[config.mk]
export PLATFORM = sky130hd
export DESIGN_NAME = multi_chan_pipe
export DESIGN_NICKNAME = d
export VERILOG_FILES = /design/src/rtl/multi_chan_pipe.sv
export SDC_FILE = /design/constraint.sdc
export NUM_CORES = 1
export LEC_CHECK = 0
export ABC_AREA = 1
export CAP_MARGIN = 40
export CORE_MARGIN = 5
export CORE_UTILIZATION = 44
export DETAILED_ROUTE_END_ITERATION = 10
export GPL_TIMING_DRIVEN = 0
export MAX_ROUTING_LAYER = met4
export PLACE_DENSITY = 0.82
export SYNTH_ARGS = -nofsm -noshare
export SYNTH_HDL_FRONTEND = slang
export SYNTH_SLANG_ARGS = --single-unit
[constraint.sdc]
create_clock -name clk -period 3.6 [get_ports clk]
set_input_delay 0.72 -clock clk [delete_from_list [all_inputs] [get_ports clk]]
set_output_delay 0.72 -clock clk [all_outputs]
set_load 0.05 [all_outputs]
[src/rtl/multi_chan_pipe.sv]
// multi_chan_pipe: CHANNELS independent DEPTH-stage elastic pipelines with
// bubble collapse. Each channel is a multi_chan_pipe_lane instance.
//
// Ports
//   clk        rising-edge clock
//   rst_n      asynchronous active-low reset (clears all valid bits)
//   flush      synchronous clear of every channel
//   in_valid   [CHANNELS]        per-channel input valid
//   in_ready   [CHANNELS]        per-channel input ready
//   in_data    [CHANNELS*WIDTH]  channel c at [c*WIDTH +: WIDTH]
//   out_valid  [CHANNELS]        per-channel output valid
//   out_ready  [CHANNELS]        per-channel output ready
//   out_data   [CHANNELS*WIDTH]  same packing as in_data
//   occupancy  [CHANNELS*OW]     per-channel valid-stage count, OW=$clog2(DEPTH+1)

// One channel: a DEPTH-stage register chain.
module multi_chan_pipe_lane #(
  parameter int WIDTH = 8,
  parameter int DEPTH = 2,
  parameter int OW    = 2
) (
  input  logic             clk,
  input  logic             rst_n,
  input  logic             flush,
  input  logic             in_valid,
  output logic             in_ready,
  input  logic [WIDTH-1:0] in_data,
  output logic             out_valid,
  input  logic             out_ready,
  output logic [WIDTH-1:0] out_data,
  output logic [OW-1:0]    occupancy
);
  logic [DEPTH-1:0]            v;
  logic [DEPTH-1:0][WIDTH-1:0] d;
  logic [DEPTH-1:0]            en;    // stage s may load this edge
  logic [DEPTH:0]              vsrc;  // vsrc[s]: valid feeding stage s
  logic [DEPTH:0][WIDTH-1:0]   dsrc;
  logic                        acc;

  // A stage can load when it is empty or its content moves on. Because of
  // bubble collapse that is true when out_ready is high or any stage at or
  // downstream of s is empty, so a suffix OR replaces the recursive form.
  always_comb begin
    en  = '0;
    acc = out_ready;
    for (int s = DEPTH-1; s >= 0; s--) begin
      acc   = acc | !v[s];
      en[s] = acc;
    end
  end

  always_comb begin
    vsrc = {v, in_valid};
    dsrc = {d, in_data};
  end

  // en[0] already covers "stage 0 empty or advancing"; flush and reset gate it.
  assign in_ready  = rst_n & !flush & en[0];
  assign out_valid = v[DEPTH-1];
  assign out_data  = d[DEPTH-1];

  always_ff @(posedge clk or negedge rst_n) begin
    if (!rst_n) begin
      v <= '0;
    end else if (flush) begin
      v <= '0;
    end else begin
      for (int s = 0; s < DEPTH; s++)
        if (en[s]) v[s] <= vsrc[s];
    end
  end

  // Data is not reset; it only loads when a real word enters the stage.
  always_ff @(posedge clk) begin
    for (int s = 0; s < DEPTH; s++)
      if (en[s] && vsrc[s]) d[s] <= dsrc[s];
  end

  always_comb begin
    occupancy = '0;
    for (int s = 0; s < DEPTH; s++)
      occupancy = occupancy + OW'(v[s]);
  end
endmodule

module multi_chan_pipe #(
  parameter int CHANNELS = 1,
  parameter int WIDTH    = 8,
  parameter int DEPTH    = 2
) (
  input  logic                                   clk,
  input  logic                                   rst_n,
  input  logic                                   flush,
  input  logic [CHANNELS-1:0]                    in_valid,
  output logic [CHANNELS-1:0]                    in_ready,
  input  logic [CHANNELS*WIDTH-1:0]              in_data,
  output logic [CHANNELS-1:0]                    out_valid,
  input  logic [CHANNELS-1:0]                    out_ready,
  output logic [CHANNELS*WIDTH-1:0]              out_data,
  output logic [CHANNELS*$clog2(DEPTH+1)-1:0]    occupancy
);
  localparam int OW = $clog2(DEPTH+1);

  for (genvar c = 0; c < CHANNELS; c++) begin : g_lane
    multi_chan_pipe_lane #(
      .WIDTH (WIDTH),
      .DEPTH (DEPTH),
      .OW    (OW)
    ) u_lane (
      .clk       (clk),
      .rst_n     (rst_n),
      .flush     (flush),
      .in_valid  (in_valid[c]),
      .in_ready  (in_ready[c]),
      .in_data   (in_data[c*WIDTH +: WIDTH]),
      .out_valid (out_valid[c]),
      .out_ready (out_ready[c]),
      .out_data  (out_data[c*WIDTH +: WIDTH]),
      .occupancy (occupancy[c*OW +: OW])
    );
  end
endmodule

Yosys cells after proc, flatten, opt, wreduce, memory -nomap -nowiden. Cells that the tools add are included.

Bits in registers: 18. Bits of input ports: 13. Output and inout port bits: 12. Word-level logic and storage cells: 19.

Add/subtract/negate cells: 1. Muxes and demuxes: 3. Bitwise operators: 4. Reductions and logical operators: 7.

Operator list (count): $reduce_bool 2->1 (2); $logic_not 1->1 (3); $add 1x1->2 (1); $and 1x1->1 (2); $logic_and 1x1->1 (2); $mux 1 (2); $mux 2 (1); $or 1x1->1 (2).

Depth between registers and ports, before layout.
Depth in word-level cells: 5. Mapped depth: 4. Mapped depth without buffers: 4.

Worst setup path after synthesis. No wires, ideal clock.

Path type: register to output. Start point: reg g_lane[0].u_lane.v[1]. End point: out occupancy[0]. Data arrival time: 1.235 ns. Required time: 2.880 ns. Setup slack: 1.645 ns. Cell stages (with the launch flop): 2. Buffers on the path: 0. Cell sequence: dfrtp_1 -> ha_1.

Longest elaborated chain between the ends: 1.

RTL lines: start, declared (RTL line 33) `logic [DEPTH-1:0] v;`; start signal, assigned by index (RTL line 69) `if (en[s]) v[s] <= vsrc[s];`; $add 1x1->2 (RTL line 82) `occupancy = occupancy + OW'(v[s]);`; end, declared (RTL line 100) `output logic [CHANNELS*$clog2(DEPTH+1)-1:0] occupancy`.

Every way passes these cells.

Final worst setup path.
Start point: in rst_n. End point: out in_ready.

Longest elaborated chain between the ends: 2.

RTL lines: start, declared (RTL line 92) `input logic rst_n,`; $and 1x1->1 (2 in a row) (RTL line 58) `assign in_ready = rst_n & !flush & en[0];`; end, declared (RTL line 95) `output logic [CHANNELS-1:0] in_ready,`.

Every way passes these cells.

==> results.ini <==
[yosys]
ys_ff_latch=18
ys_types=11
syn-cell-area_sq_um=673.1
syn_avg_cell_area_sq_um=15.65
syn-num-nets=57
synth_warnings=0
muxShareOfSynthArea=0
synth-adder-area-share=0.01859
synth-simple-area-share=0.05019
synth_seq_area_share=0.7881
synthCells=43
synth_compound_area_frac=0.02045
synth_top_family_by_area=buffers and inverters
synth_xor_area_frac=0

[worst_setup_path]
crit_family=buffers and inverters
setup.worst_path.start_class=primary input
required_ps=2880
crit_chain=clkdlybuf4s50_1 > inv_1 > nor2_1 > nand2_1 > inv_1 > clkdlybuf4s50_1
crit_path_end_kind=output port
critical_path.max_fanout=3
worstPathArrival_ps=2250
critPathKind=primary input to output port
crit_slowest_cell=clkdlybuf4s50_1
max_stage_delay_ps=790
path_buf_inv=4

[clock_network]
clk_path_buf_depth=2
cts.hold.buffers_added=0
post_cts_resized=0
clkLatencyLatePin_ps=280
cts_inserted_buffers=3
cts_setup_buffers=0
cts_tree=yes
cts.sinks=18
cts-root-buf=clkbuf_4
path_clk_slew_ps=100
h-tree-depth=1

[detailed_routing]
ant_nets=0
drc=0
wl_microns=960
vias=371
dr.first_iter.drc_count=6
wl_per_cell_microns=11.03
first_pass_iters=4
vias_per_cell=4.264

[flow_run]
drv_cap=0

[layout]
drive_gt1_frac=0.1831
layout_commonest_cell=clkdlybuf4s50_1
area_delta_synth_final_pct=44.05
antenna-diode-count=0
final_cell_mix=24 x clkdlybuf4s50_1, 16 x edfxtp_1, 8 x buf_4
final_nets=86

[global_route]
grtUsageMet2=0.1373
use_met1=0.09524
grt_max_degree=11
grt_antenna_before_repair=0
grt_busiest_layer=met2
grt_pass1_wl_mm=1.504
overflow=0
grt_pass1_vias=347
use_met3=0.02752
grt.total_usage=0.08553

[power]
powerDensity_mw_per_mm2=440.7
p_total_mw=0.4273
ir_drop_mv=0.2615
power_leakage_nw=0.3942

[floorplan]
die_area_sq_mm=0.002412
num_rows=14
coreArea_sq_mm=0.001471
start_util=0.4575
io_pins=25
fp.dieW_microns=49.12
die_h_microns=49.12

[outcome]
status=complete, no violations

[timing]
period_minus_slack_ps=2973
final_hold_viol_count=0
min_period_over_period=0.8259
finClkSkew_ps=4.447
tightest_slew_ps=716.4
setup_viol=0
slew_headroom=0.5224
setup_tns_ps=0
fmax_ghz=0.3363
finalMaxSlewViolations=0
rsz0062_at_grt=false

[placement]
post-dp-hpwl_microns=790.3
portBuffers=24
gp_congestion=0.5873

[min_path]
hold_path_class=flip-flop to flip-flop

## stage by stage
| stage | area (sq um) | cells | hold slack (ps) | utilization | setup WS, ps |
|---|---|---|---|---|---|
| after floorplan | 673.1 | 43 | 400.3 | - | 1645 |
| after global placement | 933.4 | 83 | 400.6 | 0.6344 | 635.6 |
| after detailed placement | 933.4 | 83 | 404.5 | 0.6344 | 616.5 |
| after CTS | 969.7 | 87 | 427.6 | 0.6590 | 615.0 |
| after global routing | 969.7 | 87 | 434.8 | 0.6590 | 495.3 |
| final | 969.7 | 87 | 425.7 | 0.6590 | 626.7 |
## where the power goes
part / leakage (nW) / total [mW] / switching, mW / internal [mW]
registers: 0.179 / 0.244 / 0.00402 / 0.240
logic: 0.194 / 0.0664 / 0.0374 / 0.0291
clock network: 0.0210 / 0.117 / 0.0552 / 0.0614
total: 0.394 / 0.427 / 0.0966 / 0.331
## cells by family after synthesis
family,Yosys count
DFF,18
AOI/OAI and AO/OA,2
and+or+nand+nor,8
buffers and inverters,14
adders and majority gates,1
## per-layer routing
metal  up-vias  share of wire
li1        194              -
met1       160           0.37
met2        15           0.53
met3         2          0.092
met4         0         0.0073
met5         -              0
## layout make-up
type,instances,area (sq um)
Buffer,8,60.06
Clock buffer,4,36.28
Fill cell,122,501.7
Inverter,6,22.52
Multi-Input combinational cell,11,60.06
Sequential cell,18,530.5
Tap cell,16,20.02
Timing Repair Buffer,24,240.2
## synthesized netlist by cell type
master | n | area, sq um
edfxtp_1 | 16 | 480.5
buf_4 | 8 | 60.06
inv_1 | 6 | 22.52
nand2_1 | 5 | 18.77
dfrtp_1 | 2 | 50.05
a21oi_1 | 1 | 5.000
a21oi_2 | 1 | 8.760
ha_1 | 1 | 12.51
nand3_1 | 1 | 5.000
nand4_1 | 1 | 6.260
nor2_1 | 1 | 3.750
## worst paths after layout
kind	startpoint	endpoint	slack [ps]	depth (start not counted)
min in group asynchronous	rst_n	g_lane[0].u_lane.v[0]$_DFFE_PN0P_	600	1
worst max-delay path	rst_n	in_ready	630	6
worst min-delay path	g_lane[0].u_lane.d[0]$_DFFE_PP_	g_lane[0].u_lane.out_data[0]$_DFFE_PP_	430	0
max in group asynchronous	rst_n	g_lane[0].u_lane.v[1]$_DFFE_PN0P_	2870	1
worst min register to register	g_lane[0].u_lane.d[0]$_DFFE_PP_	g_lane[0].u_lane.out_data[0]$_DFFE_PP_	430	0
worst max register to register	g_lane[0].u_lane.v[1]$_DFFE_PN0P_	g_lane[0].u_lane.out_data[7]$_DFFE_PP_	2170	1
## state kept, by name, indices dropped and copies added, names as in the netlist
register                count
g_lane.u_lane.d             8
g_lane.u_lane.out_data      8
g_lane.u_lane.v             2
Note: power is estimated with default switching activity, not from simulation.
